File: src/rtl/comp_nbit_pipe.sv
// Two-stage pipelined magnitude comparator with valid/ready handshake.
// Orders the operand pair so the larger one appears on o_data_big.
module comp_nbit_pipe #(
  parameter int unsigned SIZE_DATA = 32
) (
  input  logic                 i_clk,
  input  logic                 i_rst_n,
  input  logic                 i_valid,
  output logic                 o_ready,
  input  logic [SIZE_DATA-1:0] i_data_a,
  input  logic [SIZE_DATA-1:0] i_data_b,
  input  logic [1:0]           i_mode,
  output logic                 o_valid,
  input  logic                 i_ready,
  output logic                 o_less,
  output logic                 o_equal,
  output logic                 o_greater,
  output logic                 o_swap,
  output logic [SIZE_DATA-1:0] o_data_big,
  output logic [SIZE_DATA-1:0] o_data_small
);

  localparam int unsigned NNIB = SIZE_DATA / 4;

  typedef enum logic [1:0] {
    MODE_UNS  = 2'b00,
    MODE_TWOS = 2'b01,
    MODE_SMAG = 2'b10,
    MODE_MAG  = 2'b11
  } mode_e;

  logic                 s1_valid_q, s1_valid_d;
  logic [SIZE_DATA-1:0] s1_a_q, s1_a_d, s1_b_q, s1_b_d;
  mode_e                s1_mode_q, s1_mode_d;
  logic [NNIB-1:0]      s1_nlt_q, s1_nlt_d, s1_neq_q, s1_neq_d;

  logic                 s2_valid_q, s2_valid_d;
  logic                 less_q, less_d, equal_q, equal_d, greater_q, greater_d;
  logic [SIZE_DATA-1:0] big_q, big_d, small_q, small_d;

  logic                 s2_adv, s1_adv, accept;
  logic [SIZE_DATA-1:0] cmp_a, cmp_b;
  logic                 ult, ueq, sa, sb, a_mz, b_mz;

  assign s2_adv  = !s2_valid_q || i_ready;
  assign s1_adv  = !s1_valid_q || s2_adv;
  assign o_ready = !s1_valid_q || !s2_valid_q || i_ready;
  assign accept  = i_valid && o_ready;

  // Stage 1: capture operands and per-nibble less/equal flags
  always_comb begin
    s1_valid_d = s1_valid_q;
    s1_a_d     = s1_a_q;
    s1_b_d     = s1_b_q;
    s1_mode_d  = s1_mode_q;
    s1_nlt_d   = s1_nlt_q;
    s1_neq_d   = s1_neq_q;
    cmp_a      = i_data_a;
    cmp_b      = i_data_b;
    if (i_mode[1]) begin
      cmp_a[SIZE_DATA-1] = 1'b0;
      cmp_b[SIZE_DATA-1] = 1'b0;
    end
    if (s1_adv) s1_valid_d = i_valid;
    if (accept) begin
      s1_a_d    = i_data_a;
      s1_b_d    = i_data_b;
      s1_mode_d = mode_e'(i_mode);
      for (int unsigned n = 0; n < NNIB; n++) begin
        s1_nlt_d[n] = cmp_a[4*n +: 4] <  cmp_b[4*n +: 4];
        s1_neq_d[n] = cmp_a[4*n +: 4] == cmp_b[4*n +: 4];
      end
    end
  end

  // Stage 2: ascending scan lets higher unequal nibbles override lower ones
  always_comb begin
    ult = 1'b0;
    ueq = 1'b1;
    for (int unsigned n = 0; n < NNIB; n++) begin
      if (!s1_neq_q[n]) ult = s1_nlt_q[n];
      ueq = ueq & s1_neq_q[n];
    end
  end

  assign sa   = s1_a_q[SIZE_DATA-1];
  assign sb   = s1_b_q[SIZE_DATA-1];
  assign a_mz = ~|s1_a_q[SIZE_DATA-2:0];
  assign b_mz = ~|s1_b_q[SIZE_DATA-2:0];

  always_comb begin
    s2_valid_d = s2_valid_q;
    less_d     = less_q;
    equal_d    = equal_q;
    greater_d  = greater_q;
    big_d      = big_q;
    small_d    = small_q;
    if (s2_adv) s2_valid_d = s1_valid_q;
    if (s2_adv && s1_valid_q) begin
      less_d  = ult;
      equal_d = ueq;
      unique case (s1_mode_q)
        MODE_UNS, MODE_MAG: begin
          less_d  = ult;
          equal_d = ueq;
        end
        MODE_TWOS: begin
          less_d  = (sa != sb) ? sa : ult;
          equal_d = ueq;
        end
        MODE_SMAG: begin
          if (a_mz && b_mz) begin
            less_d  = 1'b0;
            equal_d = 1'b1;
          end else if (sa != sb) begin
            less_d  = sa;
            equal_d = 1'b0;
          end else if (!sa) begin
            less_d  = ult;
            equal_d = ueq;
          end else begin
            less_d  = !ult && !ueq;
            equal_d = ueq;
          end
        end
        default: ;
      endcase
      greater_d = !less_d && !equal_d;
      big_d     = less_d ? s1_b_q : s1_a_q;
      small_d   = less_d ? s1_a_q : s1_b_q;
    end
  end

  always_ff @(posedge i_clk or negedge i_rst_n) begin
    if (!i_rst_n) begin
      s1_valid_q <= 1'b0;
      s1_a_q     <= '0;
      s1_b_q     <= '0;
      s1_mode_q  <= MODE_UNS;
      s1_nlt_q   <= '0;
      s1_neq_q   <= '0;
      s2_valid_q <= 1'b0;
      less_q     <= 1'b0;
      equal_q    <= 1'b0;
      greater_q  <= 1'b0;
      big_q      <= '0;
      small_q    <= '0;
    end else begin
      s1_valid_q <= s1_valid_d;
      s1_a_q     <= s1_a_d;
      s1_b_q     <= s1_b_d;
      s1_mode_q  <= s1_mode_d;
      s1_nlt_q   <= s1_nlt_d;
      s1_neq_q   <= s1_neq_d;
      s2_valid_q <= s2_valid_d;
      less_q     <= less_d;
      equal_q    <= equal_d;
      greater_q  <= greater_d;
      big_q      <= big_d;
      small_q    <= small_d;
    end
  end

  assign o_valid      = s2_valid_q;
  assign o_less       = less_q;
  assign o_equal      = equal_q;
  assign o_greater    = greater_q;
  assign o_swap       = less_q;
  assign o_data_big   = big_q;
  assign o_data_small = small_q;

endmodule

File: config.mk
export PLATFORM = sky130hd
export DESIGN_NAME = comp_nbit_pipe
export DESIGN_NICKNAME = d
export VERILOG_FILES = /design/src/rtl/comp_nbit_pipe.sv
export SDC_FILE = /design/constraint.sdc
export NUM_CORES = 1
export LEC_CHECK = 0
export ABC_AREA = 1
export CORE_UTILIZATION = 45
export CTS_CLUSTER_DIAMETER = 200
export DETAILED_ROUTE_END_ITERATION = 16
export GPL_TIMING_DRIVEN = 0
export PLACE_DENSITY = 0.69
export SYNTH_ARGS = -nofsm -noshare
export SYNTH_HDL_FRONTEND = slang
export SYNTH_SLANG_ARGS = --single-unit
File: constraint.sdc
create_clock -name i_clk -period 3 [get_ports i_clk]
set_clock_uncertainty 0.05 [all_clocks]
set_input_delay 0.3 -clock i_clk [delete_from_list [all_inputs] [get_ports i_clk]]
set_output_delay 0.3 -clock i_clk [all_outputs]
set_load 0.01 [all_outputs]
==> results of run 1 <==
-- through the flow --
stage | worst slack (ns) | TNS (ns) | cells
floorplan | 1.31 | 0 | 974
global placement | -4.51 | -679.45 | 1333
detailed placement | 0.355 | 0 | 1334
CTS | 0.753 | 0 | 1365
global route | 0.513 | 0 | 1365
finish | 0.683 | 0 | 1365
-- placed cells by master, fill, tap and decap left out, drive strengths merged --
cell	n
o21ai	88
buf	29
nand3b	1
a21boi	2
ha	34
clkbuf	53
clkdlybuf4s50	138
nand3	142
nor2	40
nand4	17
clkinv	3
a21oi	15
clkinvlp	1
dlygate4sd3	1
o211ai	3
dfrtp	151
inv	125
nand2	302
-- final cells by class --
| cell class | instances | area, µm² | area share, % |
|---|---|---|---|
| tap | 220 | 275 | 2.79 |
| buffer | 53 | 293 | 2.97 |
| multi-input combinational | 644 | 3100 | 31.4 |
| clock inverter | 3 | 17.5 | 0.178 |
| timing repair buffer | 141 | 1430 | 14.5 |
| inverter | 126 | 473 | 4.79 |
| sequential | 151 | 3780 | 38.3 |
| clock buffer | 27 | 503 | 5.10 |
-- logic make-up after synthesis --
kind of cell,Yosys count,synth area share (%)
adders and majority gates,34,5.57
buffers and inverters,179,10.0
AOI/OAI and AO/OA,108,7.29
and+or+nand+nor,502,27.7
DFF,151,49.4
-- where the power goes --
part | internal [mW] | total [mW] | switching (mW)
Sequential | 2.53 | 2.76 | 0.234
Clock | 1.13 | 1.92 | 0.783
Combinational | 1.24 | 2.72 | 1.48
Total | 4.90 | 7.39 | 2.50
-- sequential cells by signal, indices dropped and copies added (netlist names) --
name	flops
o_data_big	32
o_data_small	32
o_equal	1
o_greater	1
o_less	1
o_valid	1
s1_a_q	32
s1_b_q	32
s1_mode_q	2
s1_neq_q	8
s1_nlt_q	8
s1_valid_q	1
-- cells in the mapped netlist (all sizes together) --
cell type,count
nand3b,1
a21oi,15
ha,34
clkbuf,26
nand2,302
dfrtp,151
o211ai,3
nand3,142
nor2,40
nand4,17
buf,27
inv,125
o21ai,88
a21boi,2
clkinv,1
-- worst max-delay path by stage --
stage                     from              end  slack (ns)  depth (start not counted)
floorplan           s1_a_q[20]   o_data_big[31]        1.31                         16
global placement       i_rst_n        s1_b_q[6]       -4.51                          1
detailed placement     i_ready  o_data_small[0]        0.35                          9
CTS                    o_valid  o_data_small[0]        0.75                          7
global route           o_valid  o_data_small[0]        0.51                          7
finish                 o_valid  o_data_small[0]        0.68                          7
-- routing by layer --
layer | up-vias | part of all wire, %
li1 | 3425 | -
met5 | - | 0
met1 | 3369 | 46
met3 | 30 | 6.1
met4 | 0 | 2.0
met2 | 273 | 46
==> results.md, run 1 <==
* Status: finished, final reports clean
* Fmax at 0.432 GHz
* Max Cap Viol at 0
* CTS Sinks at 151
* Post-route antenna net violation count at 0
* Initial Utilization at 46.1%
* Synth Register Bits at 151
* Number of global-route vias before repair at 6685
* Busiest layer in global routing: met2
* Cell count after synthesis at 974
* Largest net degree at the start of global routing at 102
* Fin crit period at 2.32 ns
* Nets@finish at 1238
* # IOs at 140
* Cell taking the most area after synthesis: dfrtp_1
* Critical path cell sequence: nand2_1, nand2_1, inv_1, clkbuf_1, clkbuf_1, nand3_1, nand2_1
* Post-detail-place hpwl at 15500 µm
* Crit-path max cell delay at 0.56 ns
* Hold_ws at 0.334 ns
* Power per Cell Area at 749 mW/mm²
* # H-tree levels at 4
* DRC Markers at 0
* Post-cts sizing count at 0
* Drt wl/cell at 15.7 µm
* GRT met2 Usage at 40.3%
* Die height at 132 µm
* DP Area at 0.00934 mm²
* WP data required at 3.31 ns
* Peak supply drop at 0.446 mV
* Drt via density at 5.20
* Crit Path Max Fanout at 10
* Initial antenna violation count at 0
* Worst path top cell family by delay: buffers and inverters
* GPL Wtd Cong at 0.898
* Final setup fails at 0
* Share of the synthesized area in the top cell type at 49.4%
* Sequential fraction of the synthesis area at 49.4%
* Clk buf depth at 2
* Fin. max-slew vios at 0
* Post-Syn Area at 0.00764 mm²
* Num CTS Buffers at 17
* Die Outline Area at 0.0175 mm²
* Fillers at 1527
* Most frequent cell on the critical path: nand2_1
* Core area at 0.0166 mm²
* RSZ-0062 raised after global routing: no
* Met1 Track Usage GR at 35.8%
* Final Cell Area at 0.00987 mm²
* Detailed-route wire length at 21400 µm
* Worst r2r dst: o_data_small[0]
* Vias at 7097
* Leakage power at 4.95 nW
* CTS tree: done
* Worst R2R Start: o_valid
* Total GRT Usage at 25.6%
* Root buffer cell: clkbuf_16
* Worst skew pair latency at 0.43 ns
* Slew headroom at 46.3%
* Avg Cell Area, Syn at 7.85 µm²
* I/O Buffers at 139
* Crit path arrival time at 2.63 ns
* CP Capture Type: flip-flop
* Initial DRC Count at 697
* Setup bufs post-CTS at 0
* Final hold violations at 0
* Unique cell type count in the Yosys netlist at 22
* Layout area overhead at 29.1%
* Core Rows at 47
* Post-CTS Hold Buffers at 1
* DIE WIDTH at 132 µm
* Synth area leaders: dfrtp_1 (49%), nand2_1 (15%), nand3_1 (9.3%)
* Inserted Diodes at 0
* R2R depth at 7
* Clk slew on worst S/H paths at 0.06 ns
* Critical-path top delay cell: clkbuf_1
* Finished Core Util at 59.5%
* Tot Pwr at 7.39 mW
* Met3 usage at 4.23%
* Global-route wire length before repair at 34400 µm
* Congestion Overflow GR at 0
* Hold WC Path Type: in -> async
* Yosys warning count at 0
* Final Cycle Share at 77.2%
* Worst-Margin Slew at 0.805 ns
* CP startpoint kind: flip-flop
* Crit Path Class: reg -> reg
* Syn nets at 1078
* Layout cells sized above 1 at 5.07%
* DR pass1 iterations at 5
* Worst R2R Setup Slack at 0.68 ns
* WP buf/inv at 3
Note: power is estimated with default switching activity, not from simulation.
==> run 2: changes to the inputs <==
==> constraint.sdc (replaced) <==
create_clock -name i_clk -period 2.3 [get_ports i_clk]
set_clock_uncertainty 0.05 [all_clocks]
set_input_delay 0.23 -clock i_clk [delete_from_list [all_inputs] [get_ports i_clk]]
set_output_delay 0.23 -clock i_clk [all_outputs]
set_load 0.01 [all_outputs]
==> results.md, run 2 (synthesis gave the netlist of run 1 again) <==
* Clock Power Share at 25.9% (about the same)
* Fillers at 1522 (-0.33%)
* Die height at 132 µm (unchanged)
* Met3 wire length at 1330 µm (+1.7%)
* Layout cells sized above 1 at 6.36% (+1.3 points)
* Drt via density at 5.16 (-0.68%)
* GPL Wtd Cong at 0.898 (unchanged)
* Hold WC Path Type: in -> async
* Crit Path Max Fanout at 10 (unchanged)
* Status: finished, final reports clean
* Fin. max-slew vios at 0 (unchanged)
* CP Depth at 16 (+9)
* Max Cap Viol at 0 (unchanged)
* Largest net degree at the start of global routing at 102 (unchanged)
* Global-route wire length before repair at 34400 µm (unchanged)
* Final Cycle Share at 93.0% (+16 points)
* Core Rows at 47 (unchanged)
* Inserted Diodes at 0 (unchanged)
* DIE WIDTH at 132 µm (unchanged)
* Crit path arrival time at 2.40 ns (-0.23 ns)
* Initial antenna violation count at 0 (unchanged)
* Drt wl/cell at 15.7 µm (about the same)
* Met2 routed wirelength at 9900 µm (-0.33%)
* Num CTS Buffers at 17 (unchanged)
* Worst-Margin Slew at 0.804 ns (-0.00154 ns)
* Power per Cell Area at 980 mW/mm² (+31%)
* Final hold violations at 0 (unchanged)
* Detailed-route wire length at 21500 µm (+0.13%)
* Worst path top cell family by delay: simple AND/OR/NAND/NOR gates
* Fmax at 0.467 GHz (+8.3%)
* DP Area at 0.00934 mm² (unchanged)
* WP buf/inv at 4 (+1)
* Total GRT Usage at 25.6% (unchanged)
* CTS Sinks at 151 (unchanged)
* I/O Buffers at 139 (unchanged)
* Crit Path Class: reg -> reg
* Commonest non-fill, non-tap cell in the layout: nand2_1
* Most frequent cell on the critical path: nand2_1
* Post-route antenna net violation count at 0 (unchanged)
* Initial Utilization at 46.1% (unchanged)
* Number of global-route vias before repair at 6685 (unchanged)
* Post-detail-place hpwl at 15500 µm (unchanged)
* Clk buf depth at 2 (unchanged)
* Net Sw Frac at 33.8% (+0.055 points)
* Nets@finish at 1240 (+0.16%)
* Peak supply drop at 0.583 mV (+31%)
* Final Cell Area at 0.00991 mm² (+0.41%)
* Layout area overhead at 29.6%
* Die Outline Area at 0.0175 mm² (unchanged)
* # H-tree levels at 4 (unchanged)
* # IOs at 140 (unchanged)
* Met1 WL at 9820 µm (+0.40%)
* CP Capture Type: flip-flop
* Fin crit period at 2.14 ns (-0.178 ns)
* Sequential Power Share at 37.1% (-0.2 points)
* Cell Int Power at 6.43 mW (+31%)
* Root buffer cell: clkbuf_16
* Leakage power at 4.97 nW (+0.28%)
* WP data required at 2.56 ns (-0.75 ns)
* DRC Markers at 0 (unchanged)
* Congestion Overflow GR at 0 (unchanged)
* Crit-path max cell delay at 0.36 ns (-0.20 ns)
* CP startpoint kind: flip-flop
* Initial DRC Count at 616 (-12%)
* Worst skew pair latency at 0.43 ns (about the same)
* CTS tree: done
* Switching power at 3.29 mW (+32%)
* Vias at 7059 (-0.54%)
* R2R depth at 16 (+9)
* Top Layer Used: met4
* Tot Pwr at 9.71 mW (+31%)
* Final setup fails at 0 (unchanged)
* Core area at 0.0166 mm² (unchanged)
* Slew headroom at 46.4% (+0.10 points)
* Critical path cell sequence: inv_1, nand4_1, nor2_2, nand2_1, nor2_1, a21boi_0, nand2_1, inv_1, nand2_1, nand2_2, nand2_2, buf_8, buf_6, nand2_1, nand3_1, nand2_1
* Commonest non-fill, non-tap cells in the layout: nand2_1 (299), dfrtp_1 (151), nand3_1 (142)
* Combinational share of power at 37.0% (+0.3 points)
* Critical-path top delay cell: dfrtp_1
* Clk slew on worst S/H paths at 0.06 ns (about the same)
* DR pass1 iterations at 5 (unchanged)
[run 2: routing by layer]
metal | GRT usage, % | up-vias
met2 | 40.3 | 259
met4 | 8.81 | 0
met5 | 0 | -
li1 | - | 3425
met1 | 35.8 | 3345
met3 | 4.23 | 30
[run 2: timing repair]
action | CTS | global route
resized for setup | 0 | 15
hold buffers | 1 | 0
endpoints found under the setup margin | 0 | 52
hold endpoints to repair | 50 | 0
buffers inserted | 0 | 3
[run 2: power groups by stage]
stage          Sequential, mW  Clock, mW  Combinational (mW)
2_1_floorplan            3.83          0                1.64
3_3_place_gp             3.64          0                3.45
3_5_place_dp             3.65          0                3.51
4_1_cts                  3.61       2.53                3.54
5_1_grt                  3.68       2.64                3.95
6_report                 3.60       2.51                3.60
[run 2: per-stage QoR]
stage,TNS [ns],std cells,setup WS [ns],hold WS [ns],utilization [%]
final,0,1367,0.160,0.263,59.7
after global routing,-0.320,1367,-0.0417,0.301,59.7
after CTS,0,1365,0.0526,0.276,59.5
after detailed placement,-9.04,1334,-0.275,0.148,56.3
after global placement,-783.90,1333,-5.14,0.414,56.1
after floorplan,0,974,0.606,-0.116,-
[run 2: cell type report]
| class | instances | area, µm² | area share (%) |
|---|---|---|---|
| flip-flops and latches | 151 | 3780 | 38.1 |
| multi-input cells | 644 | 3110 | 31.4 |
| repair buffers | 144 | 1450 | 14.7 |
| clock buffers | 27 | 503 | 5.08 |
| inverters | 126 | 473 | 4.77 |
| plain buffers | 52 | 300 | 3.03 |
| well taps | 220 | 275 | 2.78 |
| clock inverters | 3 | 17.5 | 0.177 |
[run 2: path summary, 6_finish.rpt]
| path | from | end | slack (ns) |
|---|---|---|---|
| worst min register to register | o_data_big[18] | o_data_big[18] | 0.42 |
| worst max-delay path | s1_b_q[0] | o_data_small[0] | 0.16 |
| min in group i_clk | i_valid | s1_valid_q | 0.29 |
| max in group asynchronous | i_rst_n | s1_b_q[6] | 1.08 |
| worst max register to register | s1_b_q[0] | o_data_small[0] | 0.16 |
| worst min-delay path | i_rst_n | o_data_small[25] | 0.26 |
==> run 3: changes to the inputs <==
--- a/config.mk
+++ b/config.mk
@@ -6,10 +6,12 @@
 export NUM_CORES = 1
 export LEC_CHECK = 0
 export ABC_AREA = 1
+export ABC_CLOCK_PERIOD_IN_PS = 2300
 export CORE_UTILIZATION = 45
 export CTS_CLUSTER_DIAMETER = 200
 export DETAILED_ROUTE_END_ITERATION = 16
 export GPL_TIMING_DRIVEN = 0
+export MAX_ROUTING_LAYER = met4
 export PLACE_DENSITY = 0.69
 export SYNTH_ARGS = -nofsm -noshare
 export SYNTH_HDL_FRONTEND = slang
==> results.md, run 3 (synthesis gave the netlist of run 1 again) <==
* Nets@finish at 1237 (-0.24%)
* Die height at 132 µm (unchanged)
* DIE WIDTH at 132 µm (unchanged)
* Leakage power at 5.01 nW (+0.94%)
* Fin. max-slew vios at 0 (unchanged)
* CP Capture Type: flip-flop
* Worst skew pair latency at 0.43 ns (about the same)
* Post-route antenna net violation count at 0 (unchanged)
* Layout cells sized above 1 at 6.72% (+0.35 points)
* CTS Sinks at 151 (unchanged)
* GPL Wtd Cong at 0.883 (-1.6%)
* # IOs at 140 (unchanged)
* CP startpoint kind: flip-flop
* Post-Layout Cell Count at 1366 (-0.073%)
* Multi-input gate area at 0.00311 mm² (+0.16%)
* Worst R2R Start: o_valid
* Detailed-route wire length at 21700 µm (+1.2%)
* Final worst setup slack at 0.127 ns (-0.0336 ns)
* Max Cap Viol at 0 (unchanged)
* R2R depth at 6 (-10)
* Worst R2R Setup Slack at 0.13 ns (-0.03 ns)
* # H-tree levels at 4 (unchanged)
* Largest net degree at the start of global routing at 77 (-25%)
* Final Cycle Share at 94.5% (+1.5 points)
* Initial antenna violation count at 0 (unchanged)
* Crit Path Class: reg -> reg
* Global-route wire length before repair at 35000 µm (+1.6%)
* Core area at 0.0166 mm² (unchanged)
* Total GRT Usage at 26.6% (+1.0 points)
* Fillers at 1520 (-0.13%)
* Root buffer cell: clkbuf_16
* Worst-Margin Slew at 0.700 ns (-0.104 ns)
* Power per Cell Area at 1020 mW/mm² (+3.7%)
* Fmax at 0.460 GHz (-1.5%)
* Hold_ws at 0.310 ns (+0.0475 ns)
* Fin crit period at 2.17 ns (+0.0336 ns)
* Post-route setup TNS at 0 ns (unchanged)
* Slew headroom at 53.4% (+6.9 points)
* Min-delay src: i_valid
* Congestion Overflow GR at 0 (unchanged)
* Dpl ws at -0.300 ns (-0.0253 ns)
* Die Outline Area at 0.0175 mm² (unchanged)
* Crit Path Max Fanout at 11 (+1)
* Core Rows at 47 (unchanged)
* Drt wl/cell at 15.9 µm (+1.3%)
* DR pass1 iterations at 6 (+1)
* Crit path arrival time at 2.48 ns (+0.08 ns)
* Number of global-route vias before repair at 6750 (+0.97%)
* I/O Buffers at 139 (unchanged)
* Clk buf depth at 2 (unchanged)
* Post-detail-place hpwl at 15600 µm (+0.37%)
* Hold endpoint: s1_valid_q
* Clk slew on worst S/H paths at 0.06 ns (about the same)
* DRC Markers at 0 (unchanged)
* Final hold violations at 0 (unchanged)
* Initial DRC Count at 662 (+7.5%)
* Drt via density at 5.17 (+0.13%)
* Worst r2r dst: o_data_small[31]
* Final setup fails at 0 (unchanged)
* WP data required at 2.61 ns (+0.05 ns)
* Inserted Diodes at 0 (unchanged)
* Layout area overhead at 31.3%
* Hold depth at 3
* Num CTS Buffers at 17 (unchanged)
* Placed Cells at 1334 (unchanged)
* Vias at 7063 (+0.057%)
* Commonest non-fill, non-tap cell in the layout: nand2_1
* Sequential cell area at 0.00378 mm² (unchanged)
* Status: finished, final reports clean
* CTS tree: done
* Initial Utilization at 46.1% (unchanged)
* Hold WC Path Type: in -> reg
* Commonest non-fill, non-tap cells in the layout: nand2_1 (299), dfrtp_1 (151), nand3_1 (142)
* Peak supply drop at 0.550 mV (-5.8%)
run 3: changes by cell type in the layout (fill, tap and decap cells not counted), moves of 3 or more:
cell | previous run | this run
buf_4 | 7 | 4
clkbuf_1 | 31 | 25
clkinv_4 | 0 | 5
inv_2 | 13 | 10
clkbuf_8 | 4 | 1
bufinv_16 | 0 | 4
inv_1 | 112 | 115
run 3: cell type report:
cell class / instances / area share (%)
flip-flops and latches: 151 / 37.7
multi-input cells: 644 / 31.0
repair buffers: 141 / 14.3
inverters: 126 / 4.71
clock buffers: 18 / 4.38
plain buffers: 52 / 3.22
well taps: 220 / 2.74
clock inverters: 14 / 2.00
run 3: worst max path at each step:
stage	startpoint	to	depth (start not counted)
6_report	o_valid	o_data_small[31]	6
5_1_grt	s1_b_q[1]	o_data_small[27]	16
4_1_cts	o_valid	o_data_small[26]	7
3_5_place_dp	i_ready	o_data_small[26]	9
3_3_place_gp	i_rst_n	s1_b_q[4]	1
2_1_floorplan	s1_a_q[20]	o_data_big[31]	16
run 3: what timing repair did:
item | in CTS | in global routing
buffers inserted | 0 | 0
hold endpoints to repair | 75 | 0
gates resized for setup | 0 | 20
endpoints found under the setup margin | 0 | 59
hold buffers | 1 | 0
run 3: layer usage:
layer	GRT usage [%]	up-vias	routed length [µm]	part of all wire [%]
met5	-	-	0	0
met1	36.5	3337	9950	46
met2	40.1	268	10100	46
met3	4.00	39	1240	5.7
li1	-	3419	-	-
met4	9.64	0	490	2.3
run 3: per-stage QoR:
stage	cell area (µm²)	total power [mW]	util, %
finish	10000	10.2	60.5
global placement	9310	7.10	56.1
CTS	9990	10.2	60.2
floorplan	7640	5.47	-
detailed placement	9340	7.17	56.3
global route	10000	10.8	60.5
run 3: worst max-delay path, stage by stage (launching register included):
cell and delay [ns]:
dfrtp_1 0.39, nand2_1 0.11, nand2_1 0.23, inv_1 0.49
clkbuf_1 0.49, nand3_1 0.23, nand2_1 0.11
run 3: power breakdown:
part           switching (mW)  total [mW]  internal (mW)
Combinational            1.95        3.61           1.66
Clock                    1.14        2.99           1.85
Sequential              0.312        3.60           3.29
Total                    3.39        10.2           6.81
